--- src/rtl/router_slice_buf.sv ---
// Buffered router slot stand-in: per-input flit FIFOs drain onto a fixed output
// permutation chosen by MODE, with per-output credit counters and a sticky error flag.
module router_slice_buf #(
  parameter int unsigned NUM_PORTS = 5,
  parameter int unsigned CHAN_W    = 69,
  parameter int unsigned FC_W      = 2,
  parameter int unsigned DEPTH     = 4,
  parameter int unsigned CREDITS   = 4,
  parameter int unsigned ADDR_W    = 4,
  parameter logic [1:0]  MODE      = 2'b00
) (
  input  logic                        clk,
  input  logic                        reset,
  input  logic [ADDR_W-1:0]           router_address,
  input  logic [NUM_PORTS*CHAN_W-1:0] channel_in_ip,
  output logic [NUM_PORTS*FC_W-1:0]   flow_ctrl_out_ip,
  output logic [NUM_PORTS*CHAN_W-1:0] channel_out_op,
  input  logic [NUM_PORTS*FC_W-1:0]   flow_ctrl_in_op,
  output logic                        error
);

  localparam int unsigned PayW  = CHAN_W - 1;
  localparam int unsigned PtrW  = $clog2(DEPTH);
  localparam int unsigned CntW  = $clog2(DEPTH + 1);
  localparam int unsigned CrW   = $clog2(CREDITS + 1);
  localparam int unsigned PortW = $clog2(NUM_PORTS);

  logic [PayW-1:0]  mem_q    [NUM_PORTS][DEPTH];
  logic [PtrW-1:0]  wr_ptr_q [NUM_PORTS];
  logic [PtrW-1:0]  rd_ptr_q [NUM_PORTS];
  logic [CntW-1:0]  cnt_q    [NUM_PORTS];
  logic [CntW-1:0]  cnt_d    [NUM_PORTS];
  logic [CrW-1:0]   credit_q [NUM_PORTS];
  logic [CrW-1:0]   credit_d [NUM_PORTS];
  logic [PortW-1:0] dst      [NUM_PORTS];

  logic [NUM_PORTS-1:0] pulse_q, not_full_q, not_full_d;
  logic [NUM_PORTS-1:0] in_valid, credit_in, send, push, drop, sent_to;
  logic [NUM_PORTS*CHAN_W-1:0] out_q, out_d;
  logic error_q, error_d;

  // Only bit 0 of each returned flow-control slice carries meaning.
  logic unused_fc;
  assign unused_fc = ^flow_ctrl_in_op;

  // Fixed input->output permutation; rotation derived from router_address.
  always_comb begin
    int unsigned rot;
    rot = 32'(router_address) % NUM_PORTS;
    for (int unsigned i = 0; i < NUM_PORTS; i++) begin
      case (MODE)
        2'b01:   dst[i] = PortW'(NUM_PORTS - 1 - i);
        2'b10:   dst[i] = PortW'((i + rot) % NUM_PORTS);
        default: dst[i] = PortW'(i);
      endcase
    end
  end

  // Per-port push/pop decisions, output flit staging and credit bookkeeping.
  always_comb begin
    out_d   = '0;
    sent_to = '0;
    error_d = error_q;
    for (int unsigned i = 0; i < NUM_PORTS; i++) begin
      in_valid[i]  = channel_in_ip[i*CHAN_W];
      credit_in[i] = flow_ctrl_in_op[i*FC_W];
      send[i]      = (cnt_q[i] != '0) && (credit_q[dst[i]] != '0);
      // A full FIFO still accepts when its head leaves in the same cycle.
      push[i]      = in_valid[i] && ((cnt_q[i] != CntW'(DEPTH)) || send[i]);
      drop[i]      = in_valid[i] && !push[i];
      cnt_d[i]      = cnt_q[i] + CntW'(push[i]) - CntW'(send[i]);
      not_full_d[i] = (cnt_d[i] != CntW'(DEPTH));
      if (send[i]) begin
        sent_to[dst[i]] = 1'b1;
        out_d[dst[i]*CHAN_W +: CHAN_W] = {mem_q[i][rd_ptr_q[i]], 1'b1};
      end
      if (drop[i]) error_d = 1'b1;
    end
    for (int unsigned o = 0; o < NUM_PORTS; o++) begin
      credit_d[o] = credit_q[o];
      if (credit_in[o] && !sent_to[o]) begin
        if (credit_q[o] == CrW'(CREDITS)) error_d = 1'b1;
        else credit_d[o] = credit_q[o] + CrW'(1);
      end else if (sent_to[o] && !credit_in[o]) begin
        credit_d[o] = credit_q[o] - CrW'(1);
      end
    end
  end

  // Control state: pointers, occupancy, credits, registered outputs.
  always_ff @(posedge clk or posedge reset) begin
    if (reset) begin
      for (int unsigned i = 0; i < NUM_PORTS; i++) begin
        wr_ptr_q[i] <= '0;
        rd_ptr_q[i] <= '0;
        cnt_q[i]    <= '0;
        credit_q[i] <= CrW'(CREDITS);
      end
      pulse_q    <= '0;
      not_full_q <= '1;
      out_q      <= '0;
      error_q    <= 1'b0;
    end else begin
      for (int unsigned i = 0; i < NUM_PORTS; i++) begin
        if (push[i]) wr_ptr_q[i] <= wr_ptr_q[i] + PtrW'(1);
        if (send[i]) rd_ptr_q[i] <= rd_ptr_q[i] + PtrW'(1);
        cnt_q[i]    <= cnt_d[i];
        credit_q[i] <= credit_d[i];
      end
      pulse_q    <= send;
      not_full_q <= not_full_d;
      out_q      <= out_d;
      error_q    <= error_d;
    end
  end

  // FIFO storage; contents are don't-care while the pointers say empty.
  always_ff @(posedge clk) begin
    for (int unsigned i = 0; i < NUM_PORTS; i++) begin
      if (push[i]) mem_q[i][wr_ptr_q[i]] <= channel_in_ip[i*CHAN_W+1 +: PayW];
    end
  end

  // Pack per-input credit pulse and not-full level into the flow-control bus.
  always_comb begin
    flow_ctrl_out_ip = '0;
    for (int unsigned i = 0; i < NUM_PORTS; i++) begin
      flow_ctrl_out_ip[i*FC_W]     = pulse_q[i];
      flow_ctrl_out_ip[i*FC_W + 1] = not_full_q[i];
    end
  end

  assign channel_out_op = out_q;
  assign error          = error_q;

endmodule

--- config.mk ---
export PLATFORM = sky130hd
export DESIGN_NAME = router_slice_buf
export DESIGN_NICKNAME = d
export VERILOG_FILES = /design/src/rtl/router_slice_buf.sv
export SDC_FILE = /design/constraint.sdc
export NUM_CORES = 2
export LEC_CHECK = 0
export ABC_AREA = 1
export BUFFER_PORTS_ARGS = -buffer_cell sky130_fd_sc_hd__buf_2
export CORE_MARGIN = 8
export CORE_UTILIZATION = 52
export DETAILED_ROUTE_END_ITERATION = 16
export MAX_ROUTING_LAYER = met4
export PLACE_DENSITY_LB_ADDON = 0.05
export SETUP_SLACK_MARGIN = 0.4
export SYNTH_ARGS = -nofsm -noshare
export SYNTH_HDL_FRONTEND = slang
export SYNTH_SLANG_ARGS = --single-unit
--- constraint.sdc ---
create_clock -name clk -period 12.8 [get_ports clk]
set_clock_uncertainty 0.05 [all_clocks]
set_input_delay 1.28 -clock clk [delete_from_list [all_inputs] [get_ports clk]]
set_output_delay 1.28 -clock clk [all_outputs]
set_load 0.05 [all_outputs]
==> run_results.csv <==
group,metric,value,unit
run_status,outcome,"finished clean",
routing,wirelength,157,mm
routing,firstDrtPassIters,5,
timing,worst_pin_slew,1.24,ns
floorplan,die_h,368,µm
yosys,yosysSeqAreaShare,0.788,
timing,finalHoldViolCount,0,
yosys,syn_inst,4743,
timing,slew_headroom,0.175,
worst_setup_path,crit_required,13.42,ns
timing,fin_tns_setup,0,ns
yosys,synth.net_count,5144,
floorplan,num_rows,129,
cts,cts_tree,"done",
global_route,grt_pass1_vias,36700,
timing,fin_crit,3.47,ns
finish,fin_util,0.609,
cts,htree_num_levels,4,
routing,ant_nets,0,
routing,post_drt_wl_per_cell,21.6,µm
cts,clock_path_buffers,3,
yosys,ys_ff_latch,1761,
routing,drtIter0Drc,2650,
yosys,yosysUniqueCellTypes,28,
floorplan,initial_core_util,0.523,
worst_setup_path,start_kind,"flop",
cts,ctsRootBufferMaster,"clkbuf_16",
yosys,synth_top_area_share,0.632,
yosys,synthTopCellsByArea,"edfxtp_1, dfrtp_1, nor2_1",
global_route,track_usage,0.231,
power_and_ir_drop,peakVddDrop,0.239,mV
timing,maxSlewViolCount,0,
global_route,grt_max_degree,131,
yosys,avgSynthCellArea,13.6,µm²
finish,final_nets,5815,
cts,clock_sinks,1761,
placed_design,portBuffers,707,
cts,post_cts_buffers,0,
floorplan,die_x,368,µm
timing,fin_crit_sh,0.271,
worst_setup_path,worstSetupPathType,"flop to flop",
yosys,yosys.area.top_type,"edfxtp_1",
global_route,overflow,0,
worst_setup_path,path_max_fanout,72,
global_route,grt_pass1_wl,231,mm
cts,clk_pin_slew_worst_paths,0.06,ns
placed_design,dp.final_hpwl,88.5,mm
cts,cts_resized,0,
power_and_ir_drop,cellPowerDensity,275,mW/mm²
min_path,hold_path.class,"flop to flop",
floorplan,core_area,0.123,mm²
timing,fmax,0.288,GHz
floorplan,ioPinCount,717,
cts,clk_latency,0.80,ns
finish,layout_common_cells,"nor2_1, edfxtp_1, buf_2, o21ai_0, dfrtp_1",
routing,num_vias,37900,
worst_setup_path,endpoint_kind,"flop",
floorplan,die_area,0.136,mm²
power_and_ir_drop,p_leak,28.3,nW
routing,via_per_inst,5.21,
yosys,netlist_area,0.0646,mm²
finish,syn_to_final_growth,16.5,%
timing,rsz0062_at_grt,"false",
worst_setup_path,arrival,4.10,ns
placed_design,gp_congestion,0.791,
finish,drive_gt1_frac,0.196,
routing,drc_errors,0,
cts,cts_hold_buf,0,
finish,final_common_cell,"nor2_1",
global_route,antenna_found_initial,108,
flow_run,cap_violations,0,
yosys,yosysWarnings,0,
cts,cts_buffers,177,
timing,setup_viol,0,
==> worst max-delay path, stage by stage (launching register included) <==
cell     delay [ns]
dfrtp_1        0.43
nor2_1         0.12
nand2_1        0.07
nand2_2        0.13
buf_4          0.77
nand2_1        0.14
nand2_2        0.29
ha_1           0.29
inv_1          0.06
ha_1           0.13
inv_1          0.05
fa_1           0.37
xnor2_1        0.18
xor2_1         0.16
inv_1          0.06
==> path summary, 6_finish.rpt <==
path	start	end	slack (ns)	depth (start not counted)
max	cnt_q[4]$_DFF_PP0_	cnt_q[5]$_DFF_PP0_	9.33	14
min	credit_q[5]$_DFFE_PP1P_	credit_q[5]$_DFFE_PP1P_	0.42	2
min reg2reg	credit_q[5]$_DFFE_PP1P_	credit_q[5]$_DFFE_PP1P_	0.42	2
max in group asynchronous	reset	rd_ptr_q[0]$_DFFE_PP0P_	9.73	5
max reg2reg	cnt_q[4]$_DFF_PP0_	cnt_q[5]$_DFF_PP0_	9.33	14
min in group asynchronous	reset	wr_ptr_q[3]$_DFFE_PP0P_	0.47	2
==> metal layers <==
metal	wire [µm]	share of wire	vias to the layer above	track usage
met1	63300	0.40	18600	0.288
li1	-	-	18000	-
met4	4870	0.031	0	0.0868
met2	76300	0.49	1045	0.361
met3	12400	0.079	299	0.0685
met5	0	0	-	-
==> Yosys cell counts, drive strengths merged <==
cell,count
fa,10
dfstp,10
buf,175
nand3,25
nand3b,6
nand4,3
edfxtp,1360
inv,87
nor3,6
clkbuf,94
xnor2,5
nand2,70
dfrtp,391
a21oi,345
xor2,20
ha,30
o21ai,688
nor2,1418
==> through the flow <==
stage | cell area (µm²) | setup WS, ns | std cells | total power, mW | hold slack [ns]
after floorplan | 64600 | 6.08 | 4743 | 13.7 | 0.399
after global placement | 69300 | 8.74 | 6872 | 15.7 | 0.417
after detailed placement | 69300 | 8.74 | 6872 | 15.8 | 0.416
after CTS | 75100 | 9.30 | 7207 | 20.9 | 0.424
after global routing | 75200 | 9.02 | 7270 | 21.8 | 0.456
final | 75200 | 9.33 | 7277 | 20.7 | 0.422
==> cell families after synthesis <==
group,Yosys count,synth area share
adders and majority gates,40,0.00891
DFF,1761,0.788
buffers and inverters,356,0.0291
and+or+nand+nor,1528,0.0907
AOI/OAI and AO/OA,1033,0.0802
xor gates and xnor gates,25,0.00339
==> cell type report <==
class	count	area, µm²
repair buffers	761	3970
diodes	70	175
well taps	1637	2050
clock buffers	252	4980
inverters	87	339
fillers	9599	48200
clock inverters	83	828
flip-flops and latches	1761	50900
multi-input cells	2626	12000
==> where the power goes <==
part,switching [mW],internal (mW)
clock network,2.10,2.99
logic,5.48,1.68
registers,0.614,7.80
total,8.18,12.5
==> sequential cells by signal, summed over array words and instances (netlist names) <==
name            cells
channel_out_op    345
cnt_q              15
credit_q           15
error               1
mem_q            1360
not_full_q          5
rd_ptr_q           10
wr_ptr_q           10
(Power assumes the default switching activity.)
